## config.mk

```make
export PLATFORM = sky130hd
export DESIGN_NAME = stat_engine_arbiter_flat
export DESIGN_NICKNAME = d
export VERILOG_FILES = /design/src/rtl/stat_engine_arbiter_if.sv /design/src/rtl/stat_engine_arbiter.sv /design/src/flat_wrapper.sv
export SDC_FILE = /design/constraint.sdc
export NUM_CORES = 1
export LEC_CHECK = 0
export CORE_ASPECT_RATIO = 1.75
export CORE_UTILIZATION = 40
export CTS_CLUSTER_DIAMETER = 50
export DETAILED_ROUTE_END_ITERATION = 10
export GPL_TIMING_DRIVEN = 0
export PLACE_DENSITY = 0.84
export SETUP_SLACK_MARGIN = 0.2
export SYNTH_ARGS = -nofsm -noshare
export SYNTH_HDL_FRONTEND = slang
export SYNTH_SLANG_ARGS = --single-unit
```

## constraint.sdc

```tcl
create_clock -name clk -period 5.2 [get_ports clk]
set_input_delay 1.04 -clock clk [delete_from_list [all_inputs] [get_ports clk]]
set_output_delay 1.04 -clock clk [all_outputs]
set_load 0.01 [all_outputs]
```

## src/rtl/stat_engine_arbiter_if.sv

```systemverilog
// stat_engine_arbiter_if: requester, grant/done and engine-side signals of the stat-engine arbiter.
interface stat_engine_arbiter_if #(
   parameter int DW = 4,
   parameter int OW = 11
);
   logic          req0, req1;
   logic          in_valid0, in_valid1;
   logic [DW-1:0] in0, in1;
   logic [1:0]    mode0, mode1;
   logic          gnt0, gnt1;
   logic          done0, done1;
   logic [OW-1:0] result;
   logic          eng_in_valid;
   logic [DW-1:0] eng_in;
   logic [1:0]    eng_mode;
   logic          eng_out_valid;
   logic [OW-1:0] eng_out;
   modport master (
      output req0, req1, in_valid0, in_valid1, in0, in1, mode0, mode1, eng_out_valid, eng_out,
      input  gnt0, gnt1, done0, done1, result, eng_in_valid, eng_in, eng_mode
   );
   modport slave (
      input  req0, req1, in_valid0, in_valid1, in0, in1, mode0, mode1, eng_out_valid, eng_out,
      output gnt0, gnt1, done0, done1, result, eng_in_valid, eng_in, eng_mode
   );
endinterface

```

## src/rtl/stat_engine_arbiter.sv

```systemverilog
// stat_engine_arbiter: two-requester arbiter/sequencer owning the digit-statistics engine one frame at a time.
// Round-robin by default; define ARB_FIXED_PRIO_EN for fixed priority (req0 always wins).
module stat_engine_arbiter #(
   parameter int DW = 4,
   parameter int OW = 11
) (
   input logic                  clk,
   input logic                  rst_n,
   stat_engine_arbiter_if.slave bus
);
   typedef enum logic [1:0] {IDLE, STREAM, COMPUTE, RETURN} state_t;
   state_t        state, state_n;
   logic          owner, winner;
   logic          grant, abandon, load_mode, capture, take;
   logic          own_req, own_vld;
   logic [DW-1:0] own_in;
   logic [1:0]    own_mode;
   logic [4:0]    cnt;
   assign own_req  = owner ? bus.req1 : bus.req0;
   assign own_vld  = owner ? bus.in_valid1 : bus.in_valid0;
   assign own_in   = owner ? bus.in1 : bus.in0;
   assign own_mode = owner ? bus.mode1 : bus.mode0;
`ifdef ARB_FIXED_PRIO_EN
   assign winner = !bus.req0;
`else
   logic last;
   // last holds the most recent owner that completed a frame; the other side wins a tie
   assign winner = (bus.req0 && bus.req1) ? !last : bus.req1;
`endif
   always_ff @(posedge clk or negedge rst_n)
      if (!rst_n) state <= IDLE;
      else        state <= state_n;
   always_comb begin
      state_n   = state;
      grant     = 1'b0;
      abandon   = 1'b0;
      load_mode = 1'b0;
      capture   = 1'b0;
      case (state)
         IDLE: begin
            grant   = bus.req0 || bus.req1;
            state_n = grant ? STREAM : IDLE;
         end
         STREAM: begin
            abandon   = !own_req && cnt == 5'd0;
            load_mode = !abandon && !own_vld && cnt != 5'd0;
            state_n   = abandon ? IDLE : load_mode ? COMPUTE : STREAM;
         end
         COMPUTE: begin
            capture = bus.eng_out_valid;
            state_n = capture ? RETURN : COMPUTE;
         end
         default: state_n = IDLE;
      endcase
   end
   assign take = state == STREAM && own_vld && !abandon;
   always_ff @(posedge clk or negedge rst_n) begin
      if (!rst_n) begin
         owner            <= 1'b0;
         cnt              <= 5'd0;
         bus.gnt0         <= 1'b0;
         bus.gnt1         <= 1'b0;
         bus.done0        <= 1'b0;
         bus.done1        <= 1'b0;
         bus.result       <= '0;
         bus.eng_in_valid <= 1'b0;
         bus.eng_in       <= '0;
         bus.eng_mode     <= 2'd0;
`ifndef ARB_FIXED_PRIO_EN
         last             <= 1'b1;
`endif
      end else begin
         if (grant) begin
            owner    <= winner;
            bus.gnt0 <= !winner;
            bus.gnt1 <= winner;
         end else if (abandon || state == RETURN) begin
            bus.gnt0 <= 1'b0;
            bus.gnt1 <= 1'b0;
         end
         cnt              <= grant ? 5'd0 : (take && cnt != 5'd31) ? cnt + 5'd1 : cnt;
         bus.eng_in_valid <= take;
         if (take) bus.eng_in <= own_in;
         if (load_mode) bus.eng_mode <= own_mode;
         if (capture) bus.result <= bus.eng_out;
         bus.done0 <= capture && !owner;
         bus.done1 <= capture && owner;
`ifndef ARB_FIXED_PRIO_EN
         if (state == RETURN) last <= owner;
`endif
      end
   end
endmodule

```

## src/flat_wrapper.sv

```systemverilog
// flat-port wrapper written by rule: the top's interface ports become plain ports
module stat_engine_arbiter_flat 
#(
   parameter int DW = 4,
   parameter int OW = 11
)
  (clk, rst_n, bus_req0, bus_req1, bus_in_valid0, bus_in_valid1, bus_in0, bus_in1, bus_mode0, bus_mode1, bus_eng_out_valid, bus_eng_out, bus_gnt0, bus_gnt1, bus_done0, bus_done1, bus_result, bus_eng_in_valid, bus_eng_in, bus_eng_mode);
  stat_engine_arbiter_if #(.DW(DW), .OW(OW)) bus_i ();
  input logic clk;
  input logic rst_n;
  input wire logic [$bits(bus_i.req0)-1:0] bus_req0;
  input wire logic [$bits(bus_i.req1)-1:0] bus_req1;
  input wire logic [$bits(bus_i.in_valid0)-1:0] bus_in_valid0;
  input wire logic [$bits(bus_i.in_valid1)-1:0] bus_in_valid1;
  input wire logic [$bits(bus_i.in0)-1:0] bus_in0;
  input wire logic [$bits(bus_i.in1)-1:0] bus_in1;
  input wire logic [$bits(bus_i.mode0)-1:0] bus_mode0;
  input wire logic [$bits(bus_i.mode1)-1:0] bus_mode1;
  input wire logic [$bits(bus_i.eng_out_valid)-1:0] bus_eng_out_valid;
  input wire logic [$bits(bus_i.eng_out)-1:0] bus_eng_out;
  output wire logic [$bits(bus_i.gnt0)-1:0] bus_gnt0;
  output wire logic [$bits(bus_i.gnt1)-1:0] bus_gnt1;
  output wire logic [$bits(bus_i.done0)-1:0] bus_done0;
  output wire logic [$bits(bus_i.done1)-1:0] bus_done1;
  output wire logic [$bits(bus_i.result)-1:0] bus_result;
  output wire logic [$bits(bus_i.eng_in_valid)-1:0] bus_eng_in_valid;
  output wire logic [$bits(bus_i.eng_in)-1:0] bus_eng_in;
  output wire logic [$bits(bus_i.eng_mode)-1:0] bus_eng_mode;
  assign bus_i.req0 = bus_req0;
  assign bus_i.req1 = bus_req1;
  assign bus_i.in_valid0 = bus_in_valid0;
  assign bus_i.in_valid1 = bus_in_valid1;
  assign bus_i.in0 = bus_in0;
  assign bus_i.in1 = bus_in1;
  assign bus_i.mode0 = bus_mode0;
  assign bus_i.mode1 = bus_mode1;
  assign bus_i.eng_out_valid = bus_eng_out_valid;
  assign bus_i.eng_out = bus_eng_out;
  assign bus_gnt0 = bus_i.gnt0;
  assign bus_gnt1 = bus_i.gnt1;
  assign bus_done0 = bus_i.done0;
  assign bus_done1 = bus_i.done1;
  assign bus_result = bus_i.result;
  assign bus_eng_in_valid = bus_i.eng_in_valid;
  assign bus_eng_in = bus_i.eng_in;
  assign bus_eng_mode = bus_i.eng_mode;
  stat_engine_arbiter #(.DW(DW), .OW(OW)) u_core (.clk(clk), .rst_n(rst_n), .bus(bus_i));
endmodule
```

==> results.yml <==
yosys:
  ys_seq_area_share_pct: 56.0
  syn_avg_cell_area_um2: 12.5
  synth.net_count: 144
  syn_inst: 111
  synth_area_um2: 1390
  yosys_register_bits: 31
  yosysUniqueCellTypes: 26
  yosys_warnings: 0
global_route:
  antenna_found_initial: 0
  grt_first_pass_wirelength_um: 5270
  grt.met2_usage_pct: 33.8
  first_global_vias: 1159
  overflow: 0
  busiest_layer: "met2"
  grtUsageTotal_pct: 20.3
  grt.met3_usage_pct: 6.79
  grt_max_degree: 32
  grtUsageMet1_pct: 20.6
clock_network:
  clock-sinks: 31
  worstSkewPairLatency_ns: 0.28
  clk_pin_slew_ns: 0.07
  cts_hold_buf: 0
  h-tree-depth: 2
  cts_made_buffers: 5
  ctsLongestPathBuffers: 2
  ctsResizeCount: 0
  cts_tree: "yes"
  cts_setup_buffers: 0
  cts_root_buf: "clkbuf_8"
drt:
  drc: 0
  wl_per_cell_um: 14.8
  drt_pass1_iterations: 4
  drt-total-wl_um: 3190
  drt_iter0_drc: 11
  viasPerCell: 4.93
  vias: 1061
  postRouteAntennaNets: 0
cells_and_area:
  antenna_cells: 0
  drive_gt1_share_pct: 17.6
  area_growth_pct: 47.1
  register_area_um2: 777
  final_common_cell: "clkdlybuf4s50_1"
  nFillCells: 279
  final_cell_mix: "clkdlybuf4s50_1, dfrtp_1, mux2_2"
  multi_input_area_um2: 572
  final_nets: 202
timing:
  max_slew.worst_pin.slew_ns: 0.696
  final.setup_skew_ns: 0.00823
  fmax_mhz: 402
  slew_headroom_pct: 53.6
  hold_violations: 0
  grt_setup_unrepaired: "no"
  holdWs_ns: 0.491
  fin_setup_tns_ns: 0
  fin_crit_ns: 2.49
  setup_viol: 0
  slew_violations: 0
  post-route-period-util_pct: 47.8
setup_path:
  max_stage_delay_ns: 0.56
  crit_fanout: 5
  critPathTopFamily: "compound AO/OA/AOI/OAI gates"
  required_ns: 5.40
  crit_buf_inv: 1
  critical_path.slowest_cell: "a2111oi_4"
  cp-end-kind: "flop"
  setup.worst_path.start_class: "input port"
  worstPathArrival_ns: 2.69
  path_class: "in2reg"
  cp_cell_sequence: "clkdlybuf4s50_1 > mux2i_2 > a2111oi_4 > nand4_1 > mux2i_1"
floorplanning:
  die_h_um: 79.9
  initial_core_util_pct: 41.7
  coreArea_um2: 3330
  rows: 28
  die_x_um: 46.5
  design.die.area_um2: 3710
  ios: 52
job:
  maxCapViolations: 0
placement:
  finalWeightedCongestion: 0.813
  numPortBuffers: 51
  hpwl_um: 2440
pwr:
  switching_share_pct: 33.8
  powerDensity_nw_per_um2: 543
  switchingPower_mw: 0.375
  clkPwrFrac_pct: 17.5
  combPwrFrac_pct: 46.2
  peakVddDrop_v: 0.000333
  sequentialPowerShare_pct: 36.3
  p_int_mw: 0.733
  leakage_nw: 0.907
worst_hold_path:
  hold_class: "reg2reg"
outcome:
  status: "complete, no violations"
-- through the flow --
| step | std cells | setup WS [ns] | util [%] | area, um2 | total power, mW |
|---|---|---|---|---|---|
| after global placement | 207 | 2.48 | 58.7 | 1950 | 0.898 |
| after floorplan | 111 | 3.13 | - | 1390 | 0.679 |
| final | 215 | 2.71 | 61.3 | 2040 | 1.11 |
| after detailed placement | 207 | 2.43 | 58.7 | 1950 | 0.921 |
| after global routing | 215 | 2.65 | 61.3 | 2040 | 1.18 |
| after CTS | 215 | 2.72 | 61.4 | 2040 | 1.12 |
-- state kept, by name, summed over array words and instances (netlist names) --
signal,count
u_core.bus.result,11
u_core.cnt,5
u_core.bus.eng_in,4
u_core.bus.eng_mode,2
u_core.state,2
u_core.bus.done0,1
u_core.bus.done1,1
u_core.bus.eng_in_valid,1
u_core.bus.gnt0,1
u_core.bus.gnt1,1
u_core.last,1
u_core.owner,1
-- per-layer routing --
layer / up-vias / wire length [um]
li1: 503 / -
met1: 521 / 1110
met2: 27 / 1860
met3: 10 / 126
met4: 0 / 93
met5: - / 0
-- worst reg2reg max path, cell delays in order (launching register included) --
cell	delay, ns
dfrtp_1	0.43
ha_1	0.23
and3_1	0.19
ha_1	0.21
a2111oi_4	0.47
nand4_1	0.19
mux2i_1	0.20
-- path summary, 6_finish.rpt --
check | startpoint | endpoint | slack, ns | cells after the start
worst min-delay path | u_core.last | u_core.last | 0.49 | 2
worst min register to register | u_core.last | u_core.last | 0.49 | 2
worst max register to register | u_core.cnt[0] | u_core.cnt[3] | 3.20 | 6
worst max-delay path | bus_req0 | u_core.cnt[3] | 2.71 | 5
min in group asynchronous | rst_n | u_core.bus.eng_in[2] | 0.80 | 1
max in group asynchronous | rst_n | u_core.bus.result[0] | 3.95 | 1
-- logic make-up after synthesis --
| logic type | count (synthesis) | synth area share, % |
|---|---|---|
| fa+ha+maj | 3 | 2.71 |
| mux | 25 | 19.7 |
| flops | 31 | 56.0 |
| simple gates | 26 | 9.21 |
| buf+inv | 8 | 2.71 |
| compound gates | 17 | 9.03 |
| xor+xnor | 1 | 0.632 |
-- synth_stat cells --
master / number / area [um2]
and3_1: 1 / 6.26
a2111oi_4: 1 / 27.5
clkbuf_1: 1 / 3.75
nor2_1: 10 / 37.5
dfrtp_1: 30 / 751
o21a_1: 1 / 7.51
inv_1: 6 / 22.5
nand3_1: 3 / 15.0
nor2b_1: 1 / 6.26
dfstp_2: 1 / 26.3
nor4b_2: 1 / 15.0
a211oi_2: 1 / 12.5
xnor2_1: 1 / 8.76
nand2_1: 6 / 22.5
buf_6: 1 / 11.3
o21ai_1: 1 / 5.00
mux2_2: 15 / 169
o21ai_0: 3 / 15.0
nand2b_1: 3 / 18.8
mux2i_1: 9 / 90.1
mux2i_2: 1 / 13.8
o211ai_1: 1 / 7.51
a211o_2: 1 / 10.0
ha_1: 3 / 37.5
nand4_1: 1 / 6.26
a21oi_1: 8 / 40.0
-- power by group through the flow --
stage | Clock [mW] | Combinational, mW | Sequential, mW
floorplan | 0 | 0.243 | 0.436
global placement | 0 | 0.497 | 0.400
detailed placement | 0 | 0.515 | 0.406
CTS | 0.200 | 0.519 | 0.401
global route | 0.214 | 0.553 | 0.415
finish | 0.194 | 0.511 | 0.402
-- layout make-up --
class                      instances  area share [%]
tap                               45            2.76
sequential                        31            38.1
timing repair buffer              51            24.8
clock inverter                     1           0.245
buffer                             2           0.736
multi-input combinational         72            28.0
clock buffer                       7            4.23
inverter                           6            1.10
(Power assumes the default switching activity.)
